==> config.mk <==
export PLATFORM = sky130hd
export DESIGN_NAME = sram_like_master
export DESIGN_NICKNAME = d
export VERILOG_FILES = /design/src/rtl/sram_like_pkg.sv /design/src/rtl/mem_load_align.sv /design/src/rtl/sram_like_master.sv
export SDC_FILE = /design/constraint.sdc
export NUM_CORES = 1
export LEC_CHECK = 0
export BUFFER_PORTS_ARGS = -buffer_cell sky130_fd_sc_hd__buf_4
export CAP_MARGIN = 20
export CORE_ASPECT_RATIO = 1.5
export CORE_MARGIN = 5
export CORE_UTILIZATION = 45
export DETAILED_ROUTE_END_ITERATION = 12
export HOLD_SLACK_MARGIN = 0.1
export PLACE_DENSITY_LB_ADDON = 0.3
export SYNTH_ARGS = -nofsm -noshare
export SYNTH_HDL_FRONTEND = slang
export SYNTH_SLANG_ARGS = --single-unit
==> constraint.sdc <==
create_clock -name clk -period 2.3 [get_ports clk]
set_clock_uncertainty 0.05 [all_clocks]
set_input_delay 0.46 -clock clk [delete_from_list [all_inputs] [get_ports clk]]
set_output_delay 0.46 -clock clk [all_outputs]
set_load 0.05 [all_outputs]
==> src/rtl/sram_like_pkg.sv <==
// Shared types and helpers for the SRAM-like data-bus master.
// Holds the transaction FSM state type, the access-size encoding and the
// size-dependent helpers used by both the master and the load aligner.
package sram_like_pkg;

  typedef enum logic [1:0] {
    IDLE = 2'd0,
    REQ  = 2'd1,
    WAIT = 2'd2,
    DONE = 2'd3
  } state_t;

  localparam logic [1:0] SIZE_BYTE = 2'b00;
  localparam logic [1:0] SIZE_HALF = 2'b01;
  localparam logic [1:0] SIZE_WORD = 2'b10;

  // The reserved encoding 2'b11 behaves as a word access everywhere.
  function automatic logic [1:0] norm_size(input logic [1:0] size);
    return (size == 2'b11) ? SIZE_WORD : size;
  endfunction

  // Replicate right-justified store data onto every lane the size covers.
  function automatic logic [31:0] lane_wdata(input logic [1:0] size, input logic [31:0] wdata);
    case (norm_size(size))
      SIZE_BYTE: return {4{wdata[7:0]}};
      SIZE_HALF: return {2{wdata[15:0]}};
      default:   return wdata;
    endcase
  endfunction

  function automatic logic misaligned(input logic [1:0] size, input logic [1:0] addr_lo);
    case (norm_size(size))
      SIZE_BYTE: return 1'b0;
      SIZE_HALF: return addr_lo[0];
      default:   return addr_lo != 2'b00;
    endcase
  endfunction

endpackage

==> src/rtl/mem_load_align.sv <==
// Load-data aligner: picks the addressed byte/half lane out of a bus word and
// sign- or zero-extends it. Purely combinational so the instruction side can
// reuse it.
module mem_load_align
  import sram_like_pkg::*;
(
  input  logic [31:0] rdata,
  input  logic [1:0]  addr_lo,
  input  logic [1:0]  size,
  input  logic        sign_ext,
  output logic [31:0] result
);

  logic [7:0]  byte_lane;
  logic [15:0] half_lane;

  // Lane select followed by extension; word (and reserved 2'b11) pass through.
  always_comb begin
    byte_lane = rdata[{addr_lo, 3'b000} +: 8];
    half_lane = addr_lo[1] ? rdata[31:16] : rdata[15:0];
    case (size)
      SIZE_BYTE: result = {{24{sign_ext & byte_lane[7]}}, byte_lane};
      SIZE_HALF: result = {{16{sign_ext & half_lane[15]}}, half_lane};
      default:   result = rdata;
    endcase
  end

endmodule

==> src/rtl/sram_like_master.sv <==
// SRAM-like data-bus initiator for the MEM stage.
// Converts one held load/store into a single bus transaction, stalls the
// pipeline until it completes and returns aligned/extended load data.
// Optional build macro ADDR_ERR_EN: misaligned half/word requests skip the
// bus and complete immediately with a mem_addr_err pulse.
//
// state | meaning
// IDLE  | no transaction; sample mem_req and capture the request
// REQ   | data_req high, waiting for data_addr_ok
// WAIT  | request accepted, waiting for data_data_ok
// DONE  | one-cycle completion: mem_done, mem_rdata valid
module sram_like_master #(
  parameter int ADDR_WIDTH = 32
) (
  input  logic                  clk,
  input  logic                  rst_n,
  input  logic                  mem_req,
  input  logic                  mem_wr,
  input  logic [1:0]            mem_size,
  input  logic                  mem_signed,
  input  logic [ADDR_WIDTH-1:0] mem_addr,
  input  logic [31:0]           mem_wdata,
  output logic                  mem_stall,
  output logic                  mem_done,
  output logic [31:0]           mem_rdata,
  output logic                  mem_addr_err,
  output logic                  data_req,
  output logic                  data_wr,
  output logic [1:0]            data_size,
  output logic [ADDR_WIDTH-1:0] data_addr,
  output logic [31:0]           data_wdata,
  input  logic [31:0]           data_rdata,
  input  logic                  data_addr_ok,
  input  logic                  data_data_ok
);
  import sram_like_pkg::*;

  state_t                state;
  logic                  wr_q;
  logic [1:0]            size_q;
  logic                  sign_q;
  logic [ADDR_WIDTH-1:0] addr_q;
  logic [31:0]           wdata_q;
  logic [31:0]           rdata_q;
  logic                  err_q;
  logic                  misalign;
  logic [31:0]           aligned;

`ifdef ADDR_ERR_EN
  assign misalign     = misaligned(mem_size, mem_addr[1:0]);
  assign mem_addr_err = (state == DONE) && err_q;
`else
  assign misalign     = 1'b0;
  assign mem_addr_err = 1'b0;
`endif

  // Transaction FSM plus request/response capture registers.
  always_ff @(posedge clk or negedge rst_n) begin
    if (!rst_n) begin
      state   <= IDLE;
      wr_q    <= 1'b0;
      size_q  <= 2'b00;
      sign_q  <= 1'b0;
      addr_q  <= '0;
      wdata_q <= '0;
      rdata_q <= '0;
      err_q   <= 1'b0;
    end else begin
      case (state)
        IDLE: begin
          if (mem_req) begin
            wr_q    <= mem_wr;
            size_q  <= norm_size(mem_size);
            sign_q  <= mem_signed;
            addr_q  <= mem_addr;
            wdata_q <= lane_wdata(mem_size, mem_wdata);
            err_q   <= misalign;
            state   <= misalign ? DONE : REQ;
          end
        end
        REQ: begin
          if (data_addr_ok) begin
            if (data_data_ok) begin
              rdata_q <= data_rdata;
              state   <= DONE;
            end else begin
              state   <= WAIT;
            end
          end
        end
        WAIT: begin
          if (data_data_ok) begin
            rdata_q <= data_rdata;
            state   <= DONE;
          end
        end
        default: state <= IDLE;
      endcase
    end
  end

  mem_load_align u_align (
    .rdata    (rdata_q),
    .addr_lo  (addr_q[1:0]),
    .size     (size_q),
    .sign_ext (sign_q),
    .result   (aligned)
  );

  // Bus fields come only from captured registers so they stay stable in REQ.
  assign data_req   = (state == REQ);
  assign data_wr    = wr_q;
  assign data_size  = size_q;
  assign data_addr  = addr_q;
  assign data_wdata = wdata_q;

  assign mem_done  = (state == DONE);
  assign mem_stall = mem_req && (state != DONE);
  assign mem_rdata = (mem_done && !wr_q && !err_q) ? aligned : 32'h0;

endmodule

==> impl_metrics.py, run 1 <==
metrics = {
    "status": {
        "status": "finished with violations",
        "failed_checks": "setup timing",
    },
    "die": {
        "rows": 46,
        "die_x_um": 95.0,
        "die-area_um2": 13100,
        "initial_core_util_pct": 46.0,
        "fp.coreArea_um2": 10600,
        "die_h_um": 137,
        "pin_count": 208,
    },
    "timing": {
        "fin_crit_ns": 2.59,
        "slew_headroom_pct": 60.0,
        "rsz0062_at_grt": "true",
        "hold_viol": 0,
        "slew_violations": 0,
        "hold_ws_ns": 0.294,
        "timing.fmax_ghz": 0.387,
        "tightest_slew_ns": 0.599,
        "post-route-period-util_pct": 112,
        "setup_slack_ns": -0.287,
        "final-setup-viol-count": 32,
    },
    "setup_path": {
        "cpMaxStageDelayCell": "dfrtp_2",
        "cp_num_buf_inv": 2,
        "critPathCaptureType": "primary output",
        "critical_path_required_ns": 1.79,
        "worstPathCellList": "or3b_4 -> o22ai_4 -> o2111ai_4 -> clkbuf_16 -> nand2_2 -> buf_8",
        "crit_family": "simple AND/OR/NAND/NOR gates",
        "critPathKind": "flip-flop to primary output",
        "cp-start-kind": "flip-flop",
        "r2r-start": "state[1]",
        "cp-endpoint": "mem_rdata[22]",
        "crit_arrival_ns": 2.08,
        "reg2regPathDepth": 6,
        "crit_start": "data_size[1]",
        "worst-path-stages": 6,
        "critPathMaxFanout": 8,
        "r2r_slack_ns": 0.33,
        "crit_path_max_incr_delay_ns": 0.42,
        "worstReg2RegEnd": "rdata_q[9]",
    },
    "logic_synthesis": {
        "synth-compound-area-share_pct": 8.96,
        "ys_types": 29,
        "ys_seq_area_share_pct": 52.3,
        "syn_inst": 423,
        "synth_xor_area_share_pct": 0,
        "synth-seq-cells": 102,
        "yosys_warnings": 0,
        "yosys.area_share.simple_pct": 7.62,
        "yosys-mux-area-fraction_pct": 26.1,
        "synth_top_family_by_area": "multiplexers",
        "syn_nets": 533,
        "syn_area_um2": 4880,
        "synth_adder_area_share_pct": 1.28,
        "avgSynthCellArea_um2": 11.5,
    },
    "finish": {
        "postLayoutCoreUtil_pct": 71.8,
        "final_area_um2": 7600,
        "drive_gt1_share_pct": 60.4,
        "nNetsFinal": 752,
        "n_fill_cell": 790,
        "seqCellArea_um2": 2560,
        "n_antenna_cell": 0,
        "multi_input_area_um2": 2490,
        "areaGrowthSynthToFinish_pct": 56.0,
    },
    "clocking": {
        "cts_root_buf": "clkbuf_16",
        "cts_made_buffers": 9,
        "clkTransAtPathRegs_ns": 0.08,
        "cts.path.max_buffers": 2,
        "cts_sinks": 102,
        "cts_tree": "built",
        "cts_max_level": 3,
        "clock_latency_ns": 0.34,
    },
    "global_route": {
        "globalRouteOverflowTotal": 0,
        "track_usage_pct": 22.7,
        "grt_max_degree": 40,
        "grt_pass1_wl_um": 22700,
        "antenna_found_initial": 0,
        "grt_pass1_vias": 4416,
    },
    "route": {
        "wl_met1_um": 5230,
        "drc": 0,
        "wl_um": 15100,
        "ant_nets": 0,
        "wl_met3_um": 1220,
        "route.detailed.wl_per_inst_um": 19.1,
        "drtPass1Iterations": 7,
        "via_per_inst": 5.30,
        "drt_iter0_drc": 184,
        "wl_met2_um": 8150,
        "top_layer_used": "met4",
        "vias": 4190,
    },
    "place": {
        "io_buffers": 206,
        "dp_hpwl_um": 10800,
        "place.gp.congestion": 0.775,
        "dp_slack_ns": 0.0626,
        "place_area_um2": 6790,
    },
    "run": {
        "maxCapViolations": 0,
    },
    "pwr": {
        "p_total_mw": 12.4,
        "power.density_nw_per_um2": 1630,
        "leakage_nw": 3.61,
        "irDropWorstVdd_mv": 1.05,
    },
    "worst_hold_path": {
        "min_path_type": "primary input to flip-flop",
    },
}
## where the power goes
part | internal, mW | switching (mW) | total, mW | leakage, nW
combinational | 2.91 | 4.58 | 7.50 | 2.26
sequential | 2.71 | 0.678 | 3.39 | 1.22
clock | 0.763 | 0.718 | 1.48 | 0.138
total | 6.38 | 5.98 | 12.4 | 3.61
## cell type report
class / instances / share of cell area, %
Tap cell: 144 / 2.37
Sequential cell: 102 / 33.6
Clock inverter: 7 / 0.872
Clock buffer: 9 / 2.96
Inverter: 8 / 0.395
Timing Repair Buffer: 236 / 27.0
Multi-Input combinational cell: 285 / 32.7
## kinds of logic (layout without fill, tap and decap cells)
kind of cell / count (synthesis) / count (layout)
multiplexers: 116 / 116
flip-flops: 102 / 102
AND/OR/NAND/NOR: 91 / 91
AO/OA/AOI/OAI: 72 / 72
buffers and inverters: 36 / 260
adder cells (fa/ha/maj): 5 / 5
other: 1 / 1
## registers in the layout, summed over array words and instances (netlist names)
| name | count |
|---|---|
| sign_q | 1 |
| data_wr | 1 |
| data_addr | 32 |
| state | 2 |
| rdata_q | 32 |
| data_wdata | 32 |
| data_size | 2 |
## through the flow
stage,cells,setup TNS [ns]
floorplan,423,-0.106
global placement,761,0
detailed placement,761,0
CTS,785,-6.55
global route,791,-9.28
finish,791,-6.98
## what timing repair did
item,4_1_cts,5_1_grt
gates resized for setup,77,19
cloned,1,0
buffers inserted,6,7
endpoints found under the hold margin,31,0
setup endpoints to repair,32,32
pin swaps,12,11
hold buffers,1,0
## layout by cell type, fill, tap and decap left out, types with 9 or more instances in the layout
cell       count
buf_6         20
dfrtp_1       98
buf_4        192
nand2_4       14
nand2_1       45
o21ai_0       35
mux2_4        11
mux2i_1       24
buf_8         17
nor2_1        11
mux2_2        79
clkbuf_16     10
nor2_2         9
a21oi_1       16
## cells in the mapped netlist
library cell  instances  area share (%)
inv_1                 8            0.62
o22ai_2               1            0.26
and3_2                1            0.15
ha_1                  5             1.3
nor2_1               19             1.5
mux2_2               90              21
nor2_4                1            0.23
dfrtp_1             102              52
mux2i_1              26             5.3
o21ai_0              35             3.6
or3b_1                1            0.18
buf_1                 1           0.077
a211oi_1              1            0.15
nor3_1                1            0.10
buf_4                 3            0.46
a221oi_1              1            0.18
conb_1                1           0.077
buf_6                 2            0.46
o2111ai_4             1            0.54
nor2_2                1            0.13
o22ai_1               1            0.13
clkbuf_1             11            0.85
a222oi_1              8             1.6
a21oi_1              24             2.5
nor2b_1               1            0.13
or3_1                 1            0.13
nand2b_1              2            0.26
nand2_1              63             4.8
buf_2                11             1.1
## per-layer routing
layer / track usage [%] / up-vias
li1: - / 1919
met1: 24.2 / 2047
met2: 40.5 / 194
met3: 7.60 / 30
met4: 9.63 / 0
met5: 0 / -
## how the worst min path moves through the flow
stage                          to  slack [ns]  cells past startpoint    startpoint
floorplan            data_addr[0]        0.11                      0         rst_n
finish              data_addr[18]        0.29                      2  mem_addr[18]
global route        data_addr[18]        0.28                      2  mem_addr[18]
global placement       rdata_q[1]        0.39                      1         rst_n
CTS                 data_addr[18]        0.28                      2  mem_addr[18]
detailed placement    rdata_q[20]        0.40                      1         rst_n
(Power assumes the default switching activity.)
==> run 2, diff against run 1 <==
- ABC_AREA: default -> 1
- SKIP_CTS_REPAIR_TIMING: default -> 1
==> run 2 against run 1 <==
The flow still finishes with violations (setup timing). Setup slack better by 0.23 ns. Clock power hardly changed. Via count rose by 17%. Register-to-register slack lost 0.04 ns. Sequential share of layout area grew 0.67 points. Flip-flop and latch count stayed put. Global-route usage increased by 0.66 points. Fmax grew 9.8%. Worst hold slack got worse by 0.030 ns. First-iteration DRC count increased by 33%. Non-clock buffer count unchanged. Largest cell class unchanged. Largest power group unchanged.
==> impl_metrics.py, run 2 <==
metrics = {
    "finish": {
        "drive_gt1_share_pct": 39.5,
        "n_fill_cell": 897,
        "n_antenna_cell": 0,
        "layout_commonest_cell": "nand2_1",
        "final_area_um2": 7460,
        "final_cell_mix": "nand2_1 (281), buf_4 (203), dfrtp_1 (97)",
        "areaGrowthSynthToFinish_pct": 48.4,
        "nNetsFinal": 933,
    },
    "global_route": {
        "met1_usage_pct": 25.5,
        "top_usage_layer": "met2",
        "antenna_found_initial": 0,
        "globalRouteOverflowTotal": 0,
        "grt_pass1_vias": 4967,
        "grt_pass1_wl_um": 24500,
        "grt_max_degree": 81,
        "met2_usage_pct": 40.4,
        "track_usage_pct": 23.4,
        "use_met3_pct": 7.02,
    },
    "status": {
        "status": "finished with violations",
        "failed_checks": "setup timing",
    },
    "clocking": {
        "cts_tree": "built",
        "cts.path.max_buffers": 2,
        "cts_root_buf": "clkbuf_16",
        "cts_sinks": 102,
        "cts_made_buffers": 9,
        "cts_max_level": 3,
        "clkTransAtPathRegs_ns": 0.07,
        "clock_latency_ns": 0.33,
    },
    "setup_path": {
        "r2r_slack_ns": 0.29,
        "critical_path_required_ns": 1.79,
        "r2r-start": "state[1]",
        "cpMaxStageDelayCell": "dfrtp_2",
        "crit_path_frequent_cell": "nand2_8",
        "critPathKind": "flip-flop to primary output",
        "worstReg2RegEnd": "data_wdata[16]",
        "reg2regPathDepth": 9,
        "cp-start-kind": "flip-flop",
        "critPathMaxFanout": 8,
        "crit_arrival_ns": 1.85,
        "crit_path_max_incr_delay_ns": 0.42,
        "worstPathCellList": "inv_4 -> nand2_8 -> nor2_8 -> nand2_4 -> nand2_4 -> nand2_8 -> nand3_4 -> nand2_8 -> nor2_4 -> buf_8",
        "critPathCaptureType": "primary output",
    },
    "run": {
        "maxCapViolations": 0,
    },
    "logic_synthesis": {
        "syn_nets": 714,
        "synth-seq-cells": 102,
        "synth_edf_count": 0,
        "avgSynthCellArea_um2": 8.32,
        "async_flop_share_pct": 100,
        "ys_seq_area_share_pct": 50.8,
        "ys_types": 28,
        "syn_inst": 604,
        "yosys_warnings": 0,
        "synthTopCellsByArea": "dfrtp_1 (51%), nand2_1 (21%), mux2_2 (6.7%)",
        "synth_commonest_cells": "nand2_1 (285), dfrtp_1 (102), mux2_2 (30), nor2_1 (28), o21ai_0 (26)",
        "synth_most_common_cell": "nand2_1",
        "synth_top_area_share_pct": 50.8,
        "synth_ff_type": "dfrtp_1",
        "synth_top_area_cell": "dfrtp_1",
        "syn_area_um2": 5030,
    },
    "worst_hold_path": {
        "min_from": "mem_addr[11]",
        "hold_depth": 3,
        "min_path_type": "primary input to flip-flop",
        "hold_path_end": "data_addr[11]",
    },
    "place": {
        "io_buffers": 206,
        "place.gp.congestion": 0.953,
        "dp_hpwl_um": 11800,
        "place_area_um2": 6770,
    },
    "route": {
        "ant_nets": 0,
        "drt_iter0_drc": 245,
        "wl_um": 16000,
        "vias": 4910,
        "route.detailed.wl_per_inst_um": 16.4,
        "drc": 0,
        "via_per_inst": 5.05,
        "drtPass1Iterations": 5,
    },
    "die": {
        "die-area_um2": 13400,
        "die_h_um": 139,
        "pin_count": 208,
        "fp.coreArea_um2": 11000,
        "rows": 47,
        "initial_core_util_pct": 45.7,
        "die_x_um": 96.3,
    },
    "timing": {
        "setup_slack_ns": -0.0564,
        "fin_crit_ns": 2.36,
        "timing.fmax_ghz": 0.424,
        "slew_headroom_pct": 49.7,
        "tightest_slew_ns": 0.754,
        "final-setup-viol-count": 16,
        "slew_violations": 0,
        "hold_viol": 0,
        "post-route-period-util_pct": 102,
        "rsz0062_at_grt": "true",
    },
    "pwr": {
        "power.density_nw_per_um2": 1670,
        "leakage_nw": 4.03,
        "p_total_mw": 12.5,
        "irDropWorstVdd_mv": 1.01,
    },
}
run 2: cell count changes in the layout (fill, tap and decap cells not counted), moves of 9 or more:
cell,previous run,this run
nand2_1,45,281
mux2_2,79,30
mux2i_1,24,0
nand3_1,0,24
nor2_4,1,18
nand2_4,14,2
buf_4,192,203
mux2_4,11,0
buf_6,20,11
inv_1,8,17
nor2_1,11,20
o21ai_0,35,26
run 2: report_power, final:
group | switching (mW) | leakage [nW] | internal (mW) | total (mW)
Clock | 0.629 | 0.132 | 0.837 | 1.47
Combinational | 5.08 | 2.66 | 2.60 | 7.68
Sequential | 0.655 | 1.24 | 2.67 | 3.33
run 2: per-layer routing:
| layer | vias up | wire length, um |
|---|---|---|
| met5 | - | 0 |
| met4 | 0 | 709 |
| met3 | 39 | 1470 |
| met2 | 229 | 8400 |
| met1 | 2311 | 5420 |
| li1 | 2331 | - |
run 2: worst max-delay path by stage:
stage | start | end | slack [ns] | cells after the start
after CTS | data_addr[1] | mem_rdata[21] | -0.25 | 10
after global placement | data_addr[1] | mem_rdata[21] | 0.19 | 10
after global routing | data_size[0] | mem_rdata[21] | -0.15 | 10
after detailed placement | data_addr[1] | mem_rdata[21] | 0.12 | 10
after floorplan | data_size[1] | mem_rdata[21] | -0.0007 | 11
final | data_size[0] | mem_rdata[21] | -0.06 | 10
run 2: final cells by class:
class / count / area [um2] / share of cell area, %
clock inverters: 3 / 46.3 / 0.621
repair buffers: 236 / 1980 / 26.6
well taps: 147 / 184 / 2.47
multi-input cells: 447 / 2340 / 31.4
inverters: 27 / 114 / 1.53
flip-flops and latches: 102 / 2560 / 34.3
clock buffers: 11 / 233 / 3.12
run 2: worst max-delay path, delay by kind of cell (launching register included):
family / cells / cell delay (ns)
DFF: 1 / 0.42
and+or+nand+nor: 8 / 0.82
buffers and inverters: 2 / 0.26
run 2: cell families after synthesis:
family,Yosys count,share of synthesized area (%)
fa+ha+maj,5,1.24
buf+inv,56,5.20
flops,102,50.8
other cells,1,0.0746
mux,33,7.39
simple gates,356,30.1
compound gates,51,5.23
run 2: metrics by stage:
stage          cells  setup slack [ns]  util, %  setup TNS, ns  hold slack [ns]
3_3_place_gp     942             0.190     61.6              0            0.373
2_1_floorplan    604         -0.000719        -      -0.000719            0.114
5_1_grt          973            -0.150     67.8          -2.26            0.258
4_1_cts          956            -0.247     64.1          -3.59          0.00601
3_5_place_dp     942             0.123     61.6              0            0.375
6_report         973           -0.0564     67.8         -0.419            0.265
==> run 3, diff against run 2 <==
- BUFFER_PORTS_ARGS: -buffer_cell sky130_fd_sc_hd__buf_4 -> default
- DONT_BUFFER_PORTS: default -> 1
- SETUP_SLACK_MARGIN: default -> 0.3
==> run 3 against run 2 <==
The run ends with hold timing, setup timing left. Critical path depth unchanged. Combinational power decreased by 37%. Setup slack got worse by 0.0068 ns. Critical path type unchanged. Critical endpoint is now mem_rdata[28]. Largest cell class unchanged. Highest routed layer unchanged.
==> impl_metrics.py, run 3 (same netlist as run 2, synthesis figures left out) <==
metrics = {
    "status": {
        "status": "finished with violations",
        "failed_checks": "hold timing, setup timing",
    },
    "setup_path": {
        "crit_start": "data_size[0]",
        "critPathCaptureType": "primary output",
        "cp-start-kind": "flip-flop",
        "critPathMaxFanout": 8,
        "r2r_slack_ns": 0.42,
        "worst-path-stages": 10,
        "cp_num_buf_inv": 2,
        "reg2regPathDepth": 7,
        "worstReg2RegEnd": "rdata_q[1]",
        "crit_arrival_ns": 1.85,
        "critPathKind": "flip-flop to primary output",
        "crit_path_max_incr_delay_ns": 0.43,
        "crit_path_frequent_cell": "nand2_8",
        "cpMaxStageDelayCell": "dfrtp_2",
        "r2r-start": "state[1]",
        "cp-endpoint": "mem_rdata[28]",
        "critical_path_required_ns": 1.79,
        "crit_family": "simple AND/OR/NAND/NOR gates",
        "worstPathCellList": "inv_4 -> nand2_8 -> nor2_8 -> nand2_4 -> nand2_4 -> nand2_8 -> nand3_4 -> nand2_8 -> nor2_4 -> buf_12",
    },
    "route": {
        "via_per_inst": 5.19,
        "ant_nets": 0,
        "route.detailed.wl_per_inst_um": 18.2,
        "vias": 4077,
        "drtPass1Iterations": 5,
        "drc": 0,
        "drt_iter0_drc": 148,
        "wl_um": 14300,
    },
    "finish": {
        "n_antenna_cell": 0,
        "areaGrowthSynthToFinish_pct": 23.5,
        "drive_gt1_share_pct": 25.4,
        "final_cell_mix": "nand2_1 (273), dfrtp_1 (97), mux2_2 (30)",
        "nNetsFinal": 744,
        "layout_commonest_cell": "nand2_1",
        "final_cells": 786,
    },
    "die": {
        "die-area_um2": 13400,
        "die_x_um": 96.3,
        "pin_count": 208,
        "die_h_um": 139,
        "rows": 47,
        "initial_core_util_pct": 45.7,
        "fp.coreArea_um2": 11000,
    },
    "clocking": {
        "clkTransAtPathRegs_ns": 0.07,
        "cts_tree": "built",
        "clock_latency_ns": 0.34,
        "cts_made_buffers": 9,
        "cts_max_level": 3,
        "cts.path.max_buffers": 2,
        "cts_sinks": 102,
        "cts_root_buf": "clkbuf_16",
    },
    "place": {
        "io_buffers": 0,
        "dp_slack_ns": 0.176,
        "dp_cells": 758,
        "place.gp.congestion": 0.938,
        "dp_hpwl_um": 11000,
    },
    "worst_hold_path": {
        "min_path_type": "primary input to async pin",
    },
    "timing": {
        "setup_slack_ns": -0.0632,
        "final-setup-viol-count": 27,
        "slew_violations": 0,
        "tightest_slew_ns": 0.514,
        "post-route-period-util_pct": 103,
        "hold_viol": 102,
        "timing.fmax_ghz": 0.423,
        "rsz0062_at_grt": "true",
        "hold_ws_ns": -0.241,
        "slew_headroom_pct": 65.7,
        "fin_crit_ns": 2.36,
    },
    "pwr": {
        "seqPwrFrac_pct": 44.9,
        "power.density_nw_per_um2": 1860,
        "power_frac_comb_pct": 41.9,
        "p_sw_mw": 6.26,
        "p_int_mw": 5.28,
        "clkPwrFrac_pct": 13.3,
        "irDropWorstVdd_mv": 0.839,
        "p_total_mw": 11.5,
        "leakage_nw": 3.01,
        "switching_share_pct": 54.2,
    },
    "global_route": {
        "grt_max_degree": 103,
        "grt_pass1_wl_um": 21800,
        "globalRouteOverflowTotal": 0,
        "antenna_found_initial": 0,
        "grt_pass1_vias": 4178,
        "track_usage_pct": 21.3,
    },
    "run": {
        "maxCapViolations": 0,
    },
}
## run 3: worst min path at each step
| stage | slack, ns | endpoint | cells past startpoint |
|---|---|---|---|
| after global routing | -0.26 | rdata_q[26] | 0 |
| final | -0.24 | rdata_q[28] | 0 |
| after CTS | -0.25 | rdata_q[28] | 0 |
| after global placement | 0.12 | rdata_q[28] | 0 |
| after floorplan | 0.11 | data_addr[0] | 0 |
| after detailed placement | 0.12 | rdata_q[28] | 0 |
## run 3: cell type report
type | count | area (um2)
Clock buffer | 10 | 239
Inverter | 27 | 170
Tap cell | 147 | 184
Clock inverter | 6 | 65.1
Fill cell | 1007 | 4790
Multi-Input combinational cell | 447 | 2380
Timing Repair Buffer | 47 | 614
Sequential cell | 102 | 2560
## run 3: power groups by stage
stage / registers, mW / clock network (mW) / logic [mW]
2_1_floorplan: 5.05 / 0 / 3.31
3_3_place_gp: 5.19 / 0 / 4.40
3_5_place_dp: 5.19 / 0 / 4.52
4_1_cts: 5.18 / 1.57 / 4.51
5_1_grt: 5.30 / 1.64 / 5.29
6_report: 5.18 / 1.53 / 4.83
## run 3: layer usage
| metal | up-vias | track usage, % | share of wire (%) | wire length (um) |
|---|---|---|---|---|
| li1 | 1940 | - | - | - |
| met1 | 1924 | 21.7 | 33 | 4730 |
| met2 | 180 | 38.1 | 54 | 7700 |
| met3 | 33 | 6.32 | 9.1 | 1300 |
| met4 | 0 | 10.9 | 4.2 | 603 |
| met5 | - | 0 | 0 | 0 |
## run 3: stage by stage
stage	cell area, um2	util [%]	setup TNS (ns)
floorplan	5160	-	0
CTS	6000	54.6	-3.71
finish	6210	56.5	-0.743
global route	6210	56.5	-3.54
detailed placement	5700	51.8	0
global placement	5700	51.8	0
